==> config.mk <==
export PLATFORM = sky130hd
export DESIGN_NAME = ddr3_odt_tx_gen_flat
export DESIGN_NICKNAME = d
export VERILOG_FILES = /design/src/rtl/ddr3_odt_pkg.sv /design/src/rtl/ddr3_odt_tx_gen_if.sv /design/src/rtl/ddr3_dl_step_seq.sv /design/src/rtl/ddr3_odt_tx_gen.sv /design/src/flat_wrapper.sv
export SDC_FILE = /design/constraint.sdc
export NUM_CORES = 1
export LEC_CHECK = 0
export BUFFER_PORTS_ARGS = -buffer_cell sky130_fd_sc_hd__clkbuf_2
export CELL_PAD_IN_SITES_DETAIL_PLACEMENT = 1
export CELL_PAD_IN_SITES_GLOBAL_PLACEMENT = 1
export CORE_UTILIZATION = 41
export CTS_CLUSTER_SIZE = 25
export DETAILED_ROUTE_END_ITERATION = 7
export GPL_TIMING_DRIVEN = 0
export PLACE_DENSITY = 0.85
export SLEW_MARGIN = 20
export SYNTH_ARGS = -nofsm -noshare
export SYNTH_HDL_FRONTEND = slang
export SYNTH_HIERARCHICAL = 1
export SYNTH_SLANG_ARGS = --single-unit
==> constraint.sdc <==
create_clock -name FAB_CLK -period 3.4 [get_ports FAB_CLK]
set_clock_uncertainty 0.05 [all_clocks]
set_input_delay 0.68 -clock FAB_CLK [delete_from_list [all_inputs] [get_ports FAB_CLK]]
set_output_delay 0.68 -clock FAB_CLK [all_outputs]
set_load 0.01 [all_outputs]
==> src/rtl/ddr3_odt_pkg.sv <==
// Shared types and constants for the DDR3 ODT transmit generator and its
// delay-line step sequencer.
package ddr3_odt_pkg;

  localparam int SLOTS      = 4;  // DRAM clocks per FAB_CLK (1:4 gearing)
  localparam int ODT_DATA_W = 4;

  typedef enum logic [2:0] {
    IDLE,
    LOAD,
    MOVE,
    GAP,
    DONE
  } dl_state_t;

  // Latencies beyond what the schedule register can hold saturate at max_lat.
  function automatic logic [4:0] clamp_lat(input logic [4:0] lat, input int max_lat);
    return (int'(lat) > max_lat) ? 5'(max_lat) : lat;
  endfunction

endpackage

==> src/rtl/ddr3_odt_tx_gen_if.sv <==
// Command/status bundle between the PHY scheduler (master) and the ODT
// transmit generator (slave). DDR3_ODT_FORCE_EN adds the ODT_FORCE input.
interface ddr3_odt_tx_gen_if #(parameter int STEP_W = 8);
  import ddr3_odt_pkg::*;

`ifdef DDR3_ODT_FORCE_EN
  logic                  ODT_FORCE;
`endif
  logic                  WR_CMD_VALID;
  logic [1:0]            WR_CMD_SLOT;
  logic [4:0]            ODT_LAT;
  logic                  CFG_ODT_EN;
  logic                  DL_REQ;
  logic                  DL_DIR;
  logic [STEP_W-1:0]     DL_STEPS;
  logic                  DL_OUT_OF_RANGE;
  logic [ODT_DATA_W-1:0] TX_DATA_0;
  logic [ODT_DATA_W-1:0] OE_DATA_0;
  logic                  ODT_EN_0;
  logic                  DL_LOAD_0;
  logic                  DL_MOVE_0;
  logic                  DL_DIRECTION_0;
  logic                  ODT_IDLE;
  logic                  DL_BUSY;
  logic                  DL_DONE;
  logic                  DL_ERR;

  modport master (
`ifdef DDR3_ODT_FORCE_EN
    output ODT_FORCE,
`endif
    output WR_CMD_VALID, WR_CMD_SLOT, ODT_LAT, CFG_ODT_EN,
    output DL_REQ, DL_DIR, DL_STEPS, DL_OUT_OF_RANGE,
    input  TX_DATA_0, OE_DATA_0, ODT_EN_0,
    input  DL_LOAD_0, DL_MOVE_0, DL_DIRECTION_0,
    input  ODT_IDLE, DL_BUSY, DL_DONE, DL_ERR
  );

  modport slave (
`ifdef DDR3_ODT_FORCE_EN
    input  ODT_FORCE,
`endif
    input  WR_CMD_VALID, WR_CMD_SLOT, ODT_LAT, CFG_ODT_EN,
    input  DL_REQ, DL_DIR, DL_STEPS, DL_OUT_OF_RANGE,
    output TX_DATA_0, OE_DATA_0, ODT_EN_0,
    output DL_LOAD_0, DL_MOVE_0, DL_DIRECTION_0,
    output ODT_IDLE, DL_BUSY, DL_DONE, DL_ERR
  );

endinterface

==> src/rtl/ddr3_dl_step_seq.sv <==
// IOD delay-line sequencer: one LOAD pulse, then DL_STEPS MOVE pulses spaced
// by an idle GAP cycle; aborts with an error pulse when the line runs out of range.
module ddr3_dl_step_seq
  import ddr3_odt_pkg::*;
#(
  parameter int STEP_W = 8
) (
  input  logic              clk,
  input  logic              rst_n,
  input  logic              dl_req,
  input  logic              dl_dir,
  input  logic [STEP_W-1:0] dl_steps,
  input  logic              dl_out_of_range,
  output logic              dl_load,
  output logic              dl_move,
  output logic              dl_direction,
  output logic              dl_busy,
  output logic              dl_done,
  output logic              dl_err
);

  dl_state_t         state;
  logic [STEP_W-1:0] moves_left;

  always_ff @(posedge clk) begin
    if (!rst_n) begin
      state        <= IDLE;
      moves_left   <= '0;
      dl_load      <= 1'b0;
      dl_move      <= 1'b0;
      dl_direction <= 1'b0;
      dl_busy      <= 1'b0;
      dl_done      <= 1'b0;
      dl_err       <= 1'b0;
    end else begin
      // NOTE: pulse outputs default low here so every state branch only states
      // what it raises; the later non-blocking assignment in a branch wins.
      dl_load <= 1'b0;
      dl_move <= 1'b0;
      dl_done <= 1'b0;
      dl_err  <= 1'b0;
      case (state)
        // DONE is not busy, so a request landing on it starts the next sequence.
        IDLE, DONE: begin
          state   <= IDLE;
          dl_busy <= 1'b0;
          if (dl_req) begin
            state        <= LOAD;
            dl_load      <= 1'b1;
            dl_busy      <= 1'b1;
            moves_left   <= dl_steps;
            dl_direction <= dl_dir;
          end
        end
        LOAD: begin
          if (moves_left == '0) begin
            state   <= DONE;
            dl_done <= 1'b1;
            dl_busy <= 1'b0;
          end else begin
            state      <= MOVE;
            dl_move    <= 1'b1;
            moves_left <= moves_left - STEP_W'(1);
          end
        end
        MOVE: begin
          if (dl_out_of_range) begin
            state   <= IDLE;
            dl_err  <= 1'b1;
            dl_busy <= 1'b0;
          end else if (moves_left == '0) begin
            state   <= DONE;
            dl_done <= 1'b1;
            dl_busy <= 1'b0;
          end else begin
            state <= GAP;
          end
        end
        GAP: begin
          if (dl_out_of_range) begin
            state   <= IDLE;
            dl_err  <= 1'b1;
            dl_busy <= 1'b0;
          end else begin
            state      <= MOVE;
            dl_move    <= 1'b1;
            moves_left <= moves_left - STEP_W'(1);
          end
        end
        default: begin
          state   <= IDLE;
          dl_busy <= 1'b0;
        end
      endcase
    end
  end

endmodule

==> src/rtl/ddr3_odt_tx_gen.sv <==
// DDR3 ODT pin control: turns write commands into the 1:4 geared ODT bitstream
// and drives the IOD enables and delay line. DDR3_ODT_FORCE_EN adds ODT_FORCE.
module ddr3_odt_tx_gen
  import ddr3_odt_pkg::*;
#(
  parameter int MAX_LAT = 15,
  parameter int ODT_LEN = 6,
  parameter int STEP_W  = 8
) (
  input  logic              FAB_CLK,
  input  logic              RESET_N,
  ddr3_odt_tx_gen_if.slave  bus
);

  // Room for the latest possible window: slot 3 plus MAX_LAT plus ODT_LEN bits.
  localparam int SCH_W = MAX_LAT + 3 + ODT_LEN;

  logic [SCH_W-1:0]      sch;
  logic [SCH_W-1:0]      win;
  logic [4:0]            lat;
  logic [5:0]            shamt;
  logic [ODT_DATA_W-1:0] oe_q;
  logic                  odt_en_q;

  always_comb begin
    lat   = clamp_lat(bus.ODT_LAT, MAX_LAT);
    shamt = {1'b0, lat} + {4'b0, bus.WR_CMD_SLOT};
    win   = '0;
    if (bus.WR_CMD_VALID)
      win = {{(SCH_W-ODT_LEN){1'b0}}, {ODT_LEN{1'b1}}} << shamt;
  end

  // Each FAB_CLK retires the four oldest DRAM clocks; new windows OR in so
  // overlapping writes merge into one continuous termination window.
  always_ff @(posedge FAB_CLK) begin
    if (!RESET_N) begin
      sch      <= '0;
      oe_q     <= '0;
      odt_en_q <= 1'b0;
    end else begin
      sch      <= (sch >> SLOTS) | win;
      oe_q     <= '1;
      odt_en_q <= bus.CFG_ODT_EN;
    end
  end

`ifdef DDR3_ODT_FORCE_EN
  assign bus.TX_DATA_0 = bus.ODT_FORCE ? '1 : sch[ODT_DATA_W-1:0];
`else
  assign bus.TX_DATA_0 = sch[ODT_DATA_W-1:0];
`endif
  assign bus.OE_DATA_0 = oe_q;
  assign bus.ODT_EN_0  = odt_en_q;
  assign bus.ODT_IDLE  = (sch == '0);

  ddr3_dl_step_seq #(.STEP_W(STEP_W)) u_dl_seq (
    .clk             (FAB_CLK),
    .rst_n           (RESET_N),
    .dl_req          (bus.DL_REQ),
    .dl_dir          (bus.DL_DIR),
    .dl_steps        (bus.DL_STEPS),
    .dl_out_of_range (bus.DL_OUT_OF_RANGE),
    .dl_load         (bus.DL_LOAD_0),
    .dl_move         (bus.DL_MOVE_0),
    .dl_direction    (bus.DL_DIRECTION_0),
    .dl_busy         (bus.DL_BUSY),
    .dl_done         (bus.DL_DONE),
    .dl_err          (bus.DL_ERR)
  );

endmodule

==> src/flat_wrapper.sv <==
// flat-port wrapper written by rule: the top's interface ports become plain ports
module ddr3_odt_tx_gen_flat import ddr3_odt_pkg::*;
#(
  parameter int MAX_LAT = 15,
  parameter int ODT_LEN = 6,
  parameter int STEP_W  = 8
)
  (FAB_CLK, RESET_N, bus_WR_CMD_VALID, bus_WR_CMD_SLOT, bus_ODT_LAT, bus_CFG_ODT_EN, bus_DL_REQ, bus_DL_DIR, bus_DL_STEPS, bus_DL_OUT_OF_RANGE, bus_TX_DATA_0, bus_OE_DATA_0, bus_ODT_EN_0, bus_DL_LOAD_0, bus_DL_MOVE_0, bus_DL_DIRECTION_0, bus_ODT_IDLE, bus_DL_BUSY, bus_DL_DONE, bus_DL_ERR);
  ddr3_odt_tx_gen_if #(.STEP_W(STEP_W)) bus_i ();
  input  logic FAB_CLK;
  input  logic RESET_N;
  input wire logic [$bits(bus_i.WR_CMD_VALID)-1:0] bus_WR_CMD_VALID;
  input wire logic [$bits(bus_i.WR_CMD_SLOT)-1:0] bus_WR_CMD_SLOT;
  input wire logic [$bits(bus_i.ODT_LAT)-1:0] bus_ODT_LAT;
  input wire logic [$bits(bus_i.CFG_ODT_EN)-1:0] bus_CFG_ODT_EN;
  input wire logic [$bits(bus_i.DL_REQ)-1:0] bus_DL_REQ;
  input wire logic [$bits(bus_i.DL_DIR)-1:0] bus_DL_DIR;
  input wire logic [$bits(bus_i.DL_STEPS)-1:0] bus_DL_STEPS;
  input wire logic [$bits(bus_i.DL_OUT_OF_RANGE)-1:0] bus_DL_OUT_OF_RANGE;
  output wire logic [$bits(bus_i.TX_DATA_0)-1:0] bus_TX_DATA_0;
  output wire logic [$bits(bus_i.OE_DATA_0)-1:0] bus_OE_DATA_0;
  output wire logic [$bits(bus_i.ODT_EN_0)-1:0] bus_ODT_EN_0;
  output wire logic [$bits(bus_i.DL_LOAD_0)-1:0] bus_DL_LOAD_0;
  output wire logic [$bits(bus_i.DL_MOVE_0)-1:0] bus_DL_MOVE_0;
  output wire logic [$bits(bus_i.DL_DIRECTION_0)-1:0] bus_DL_DIRECTION_0;
  output wire logic [$bits(bus_i.ODT_IDLE)-1:0] bus_ODT_IDLE;
  output wire logic [$bits(bus_i.DL_BUSY)-1:0] bus_DL_BUSY;
  output wire logic [$bits(bus_i.DL_DONE)-1:0] bus_DL_DONE;
  output wire logic [$bits(bus_i.DL_ERR)-1:0] bus_DL_ERR;
  assign bus_i.WR_CMD_VALID = bus_WR_CMD_VALID;
  assign bus_i.WR_CMD_SLOT = bus_WR_CMD_SLOT;
  assign bus_i.ODT_LAT = bus_ODT_LAT;
  assign bus_i.CFG_ODT_EN = bus_CFG_ODT_EN;
  assign bus_i.DL_REQ = bus_DL_REQ;
  assign bus_i.DL_DIR = bus_DL_DIR;
  assign bus_i.DL_STEPS = bus_DL_STEPS;
  assign bus_i.DL_OUT_OF_RANGE = bus_DL_OUT_OF_RANGE;
  assign bus_TX_DATA_0 = bus_i.TX_DATA_0;
  assign bus_OE_DATA_0 = bus_i.OE_DATA_0;
  assign bus_ODT_EN_0 = bus_i.ODT_EN_0;
  assign bus_DL_LOAD_0 = bus_i.DL_LOAD_0;
  assign bus_DL_MOVE_0 = bus_i.DL_MOVE_0;
  assign bus_DL_DIRECTION_0 = bus_i.DL_DIRECTION_0;
  assign bus_ODT_IDLE = bus_i.ODT_IDLE;
  assign bus_DL_BUSY = bus_i.DL_BUSY;
  assign bus_DL_DONE = bus_i.DL_DONE;
  assign bus_DL_ERR = bus_i.DL_ERR;
  ddr3_odt_tx_gen #(.MAX_LAT(MAX_LAT), .ODT_LEN(ODT_LEN), .STEP_W(STEP_W)) u_core (.FAB_CLK(FAB_CLK), .RESET_N(RESET_N), .bus(bus_i));
endmodule
Word-level counts from Yosys, hierarchy flattened:

Index checks and enable logic that the tools add are counted.

* register bits after elaboration: 46
* input bits: 22
* output and inout port bits: 16
* word-level logic and storage cells: 59

* add/sub/neg operators: 2
* $lt $le $gt $ge: 1
* equal/unequal tests: 8
* shift-type cells: 1
* mux-type cells: 25
* bitwise logic cells: 1
* reduce and logical (&&, ||, !) cells: 10

Operators with widths (number)
* logical NOT 24 bit: 1
* two-way mux 24 bit: 1
* two-way mux 8 bit: 3
* bitwise OR 20 x 24 -> 24 bit: 1
* case mux 8 bit (3 select lines): 1
* left shift 6 x 6 -> 24 bit (first input constant): 1
* case mux 3 bit (4 select lines): 1
* two-way mux 1 bit: 10
* two-way mux 3 bit: 3
* logical NOT 8 bit: 1
* != test 2 bit (second input constant): 4
* subtractor 8 x 1 -> 8 bit (second input constant): 1
* adder 5 x 2 -> 6 bit: 1
* == test 3 x 2 -> 1 bit (second input constant): 2
* AND reduction 2 bit: 3
* greater-than comparator 5 x 4 -> 1 bit (second input constant): 1
* two-way mux 5 bit: 1
* two-way mux 4 bit: 1
* case mux 1 bit (2 select lines): 2
* case mux 1 bit (4 select lines): 1
* AND reduction 4 bit: 1
* OR reduction 2 bit: 2
* == test 3 x 1 -> 1 bit (second input constant): 1
* == test 3 bit (second input constant): 1
* other kinds (3): 3

Longest topological paths before layout:

* depth in word-level cells: 6
* mapped depth: 8
* mapped depth without buffers: 8

Modules after synthesis:

The synthesis kept the hierarchy.

Modules (own cells, without submodules)
* ddr3_odt_tx_gen: times used 1, cells an instance 135, area an instance 1228.7 um2, sequential area each 520.5 um2
* ddr3_dl_step_seq: times used 1, cells an instance 111, area an instance 939.7 um2, sequential area each 340.3 um2

Worst setup path after synthesis:

Ideal clock, no wire load.

* path kind: input to register
* start point: input bus_ODT_LAT[1]
* end point: register u_core.sch[10]
* setup time: 0.096 ns
* arrival: 2.430 ns
* data required time: 3.254 ns
* path slack: 0.824 ns
* stages on the path: 6
* path buffers: 0
* path through: or2_2 -> ha_1 -> a21oi_2 -> mux2_4 -> or4b_1 -> o311ai_1

* cells in the longest elaborated chain, start to end: 6

Ends and longest elaborated chain
* from (decl): RTL line flat_wrapper.sv:14 `input wire logic [$bits(bus_i.ODT_LAT)-1:0] bus_ODT_LAT;`
* greater-than comparator 5 x 4 -> 1 bit: RTL line ddr3_odt_pkg.sv:18 `return (int'(lat) > max_lat) ? 5'(max_lat) : lat;`
* two-way mux 5 bit (*): RTL line ddr3_odt_pkg.sv:18
* adder 5 x 2 -> 6 bit (*): RTL line ddr3_odt_tx_gen.sv:27 `shamt = {1'b0, lat} + {4'b0, bus.WR_CMD_SLOT};`
* left shift 6 x 6 -> 24 bit (*): RTL line ddr3_odt_tx_gen.sv:30 `win = {{(SCH_W-ODT_LEN){1'b0}}, {ODT_LEN{1'b1}}} << shamt;`
* two-way mux 24 bit (*): RTL line ddr3_odt_tx_gen.sv:29 `if (bus.WR_CMD_VALID)`
* bitwise OR 20 x 24 -> 24 bit (*): RTL line ddr3_odt_tx_gen.sv:41 `sch <= (sch >> SLOTS) | win;`
* to (signal assigned): RTL line ddr3_odt_tx_gen.sv:41
* to (decl): RTL line ddr3_odt_tx_gen.sv:18 `logic [SCH_W-1:0] sch;`

Every way passes the cells marked *; elsewhere a longest branch is shown, timed or not.
A chain may end at the register's enable or synchronous reset.

Worst setup path in the final report:

* start point: input bus_ODT_LAT[4]
* end point: register u_core.sch[9]

The elaborated chain is that of the path after synthesis.

==> qor.txt <==
Outcome - finished clean
R2R Path Start - u_core/u_dl_seq/moves_left[0]
Number of global-route vias before repair - 2037
Cell taking the most area after synthesis - sky130_fd_sc_hd__dfxtp_1
Number of max-cap violations - 0
Number of failing hold endpoints at the final stage - 0
Slowest stage cell, crit path - sky130_fd_sc_hd__mux2i_1
Worst Max-Slew Pin Slew - 715 ps
Endpoint of the worst setup timing path - u_core/sch[9]
Commonest register cell after synthesis - sky130_fd_sc_hd__dfxtp_1
Remaining global-route overflow - 0
Total of fill cells in the finished design - 646
Asr flop ratio synth - 0
# diodes - 0
Met1 Track Usage GR - 0.295
Yosys top cell area share - 0.397
Area of placed instances - 2440 um2
Startpoint type of the worst setup path - input port
Clock root cell - sky130_fd_sc_hd__clkbuf_8
Cells on worst reg2reg path - 6
Number of nets in the synthesized netlist - 273
FF-to-FF setup slack - 1340 ps
Worst Setup SP - bus_ODT_LAT[4]
Number of antenna violations at the first check in global routing - 0
Area of the multi-input gates - 1170 um2
Top-Level Pins - 38
DR iter-0 viols - 127
Number of flip-flops and latches in the synthesized netlist - 43
Worst-skew pair later-pin latency - 300 ps
Fraction of final layout cells with drive strength greater than 1 - 0.237
Period utilization - 0.819
Nets@finish - 317
FMAX - 359 MHz
Initial DRT Pass Iterations - 4
Via density per instance - 5.75
Die X-Extent - 74.7 um
Worst path depth - 7
Delay contributed by the slowest stage of the critical path - 660 ps
Dpl cells - 353
Largest net degree at the start of global routing - 14
Warnings from Yosys - 6
Cell Count, Final, Fillers Out - 361
TritonCTS clock tree - built
Hold bufs inserted after CTS - 0
H-tree Lvls - 2
Headroom to the max-slew limit - 0.510
Total power divided by cell area - 553 nW/um2
Gr busiest metal - met2
Count of flip-flops with a built-in enable after synthesis - 0
Register area - 861 um2
Maximum buffer depth of the clock tree - 2
Classification of the worst setup path - input port to flop
Clk slew on worst S/H paths - 80 ps
Synthesized instance count - 246
Met2 global-route usage - 0.359
Power after layout - 1.42 mW
Type of the worst min-delay path - flop to flop
Estimated wirelength of the detail-placed design - 4440 um
Data arrival time of the critical path - 2920 ps
Routed length per placed instance - 16.5 um
Static leakage - 1.06 nW
Residual antenna-violating net count after detailed routing - 0
Endpoints failing setup - 0
Utilization of the core after routing - 0.504
Buffers added on ports - 37
Critical path cell sequence - clkbuf_2 -> or2_2 -> ha_1 -> a21oi_2 -> mux2i_1 -> a2111oi_0 -> a221o_1
Critical path buffers and inverters - 1
Setup TNS after final layout - 0 ps
IR Drop Worst-Case VDD - 0.190 mV
Floorplan core area - 5110 um2
Share of synthesized area occupied by flip-flops and latches - 0.397
Number of sinks handled by clock tree synthesis - 43
Netlist Area Pre-Place - 2170 um2
Worst reg2reg endpoint - u_core/u_dl_seq/moves_left[0]
Capturing element type of the critical path - flop
Mean instance size in the synthesized netlist - 8.81 um2
Final routed DRC violation total - 0
Row Count - 26
RSZ-0062 raised after global routing - false
Floorplan die height - 74.7 um
Last weighted congestion value of the routability-driven placer - 0.828
Clock buffer count from CTS - 5
Initial cell density of the core - 0.425
Met3 GRT Util - 0.0482
Vias after detailed routing - 2076
Worst endpoint required time - 3530 ps
Distinct cell type count after synthesis - 58
Relative area change from synthesis to final layout - 18.7%
Hold depth - 2
Top cells by area, synth - sky130_fd_sc_hd__dfxtp_1 (40%), sky130_fd_sc_hd__nor2_1 (4.0%), sky130_fd_sc_hd__a21oi_1 (3.5%)
Sum of routed wire length over all layers - 5950 um
Max-slew violation total from the final report - 0
Family of cells with the greatest summed delay on the critical path - compound AO/OA/AOI/OAI gates
Wire length of the first global-routing pass - 9560 um
Buffer count from post-CTS setup fixing - 0
Max FO, Critical Path - 8
Min Tclk post-route - 2780 ps
Final cell area excluding filler cells - 2570 um2
Global router's overall resource usage - 0.223
Number of cells upsized or downsized after cts - 0
Worst Min Path Start - u_core/sch[7]
Die ar. - 5580 um2
## synthesized netlist by cell type (all sizes together), types with 2 or more instances
cell    instances
a31oi           3
a221o           5
nand2b          3
o21a            4
nor4            9
mux2i           4
buf             8
nor3b           5
inv            12
or2             3
a22o            5
nor2b           3
o32ai           5
and3            3
o211ai          2
nand4           3
and2            3
o31ai           3
a41oi           2
or3b            2
nor2           23
ha              4
nor3           12
o21ai           8
dfxtp          43
nand2          18
clkbuf          6
nand3           3
a21oi          18
a211oi          6
or4             4
## worst min-delay path by stage
stage and end:
6_report u_core/sch[3], 5_1_grt u_core/sch[3], 4_1_cts u_core/sch[14], 3_5_place_dp u_core/sch[14], 3_3_place_gp u_core/sch[14], 2_1_floorplan u_core/sch[0]
## per-layer routing
metal	share of wire	wire length (um)
met4	0.015	91
met2	0.48	2870
met5	0	0
met3	0.034	203
met1	0.47	2790
## layout make-up
| cell class | count | share of cell area |
|---|---|---|
| Inverter | 13 | 0.0190 |
| Tap cell | 70 | 0.0340 |
| Clock buffer | 6 | 0.0282 |
| Timing Repair Buffer | 37 | 0.0719 |
| Buffer | 14 | 0.0355 |
| Sequential cell | 43 | 0.334 |
| Multi-Input combinational cell | 176 | 0.454 |
| Clock inverter | 2 | 0.0233 |
## cells in the final DEF, fill, tap and decap left out, types with 4 or more instances in the layout
cell,instances
sky130_fd_sc_hd__a21oi_1,15
sky130_fd_sc_hd__o21a_1,4
sky130_fd_sc_hd__nor4_1,8
sky130_fd_sc_hd__nor3_1,11
sky130_fd_sc_hd__clkbuf_2,38
sky130_fd_sc_hd__a221o_1,5
sky130_fd_sc_hd__o32ai_1,5
sky130_fd_sc_hd__dfxtp_1,43
sky130_fd_sc_hd__buf_4,7
sky130_fd_sc_hd__inv_1,12
sky130_fd_sc_hd__nor2_1,23
sky130_fd_sc_hd__a22o_1,5
sky130_fd_sc_hd__mux2i_1,4
sky130_fd_sc_hd__ha_1,4
sky130_fd_sc_hd__clkbuf_1,5
sky130_fd_sc_hd__nand2_1,18
sky130_fd_sc_hd__o21ai_1,4
sky130_fd_sc_hd__clkbuf_8,6
sky130_fd_sc_hd__a211oi_1,5
sky130_fd_sc_hd__nor3b_1,4
## metrics by stage
stage | hold WS (ps) | worst slack, ps
after floorplan | 375 | 824
after global placement | 389 | 381
after detailed placement | 405 | 338
final | 414 | 616
after global routing | 431 | 499
after CTS | 424 | 628
## kinds of logic after synthesis
| logic type | Yosys count | share of synthesized area |
|---|---|---|
| AO/OA/AOI/OAI | 69 | 0.233 |
| adder cells (fa/ha/maj) | 5 | 0.0323 |
| AND/OR/NAND/NOR | 97 | 0.248 |
| buffers and inverters | 27 | 0.0646 |
| flip-flops | 43 | 0.397 |
| multiplexers | 5 | 0.0254 |
## power breakdown
group	total (mW)	leakage, nW	switching, mW	internal [mW]
combinational	0.362	0.642	0.214	0.148
sequential	0.590	0.352	0.0404	0.550
clock	0.472	0.0654	0.178	0.294
total	1.42	1.06	0.432	0.992
## worst min-delay path: stages (launching register included)
cell and delay (ps):
sky130_fd_sc_hd__dfxtp_1 310, sky130_fd_sc_hd__inv_1 50, sky130_fd_sc_hd__a21oi_1 60
## sequential cells by signal, indices dropped and copies added, names as in the netlist
register                      flops
u_core/bus.ODT_EN_0               1
u_core/bus.OE_DATA_0              1
u_core/sch                       24
u_core/u_dl_seq/dl_busy           1
u_core/u_dl_seq/dl_direction      1
u_core/u_dl_seq/dl_done           1
u_core/u_dl_seq/dl_err            1
u_core/u_dl_seq/dl_load           1
u_core/u_dl_seq/dl_move           1
u_core/u_dl_seq/moves_left        8
u_core/u_dl_seq/state             3
Note: power is estimated with default switching activity, not from simulation.
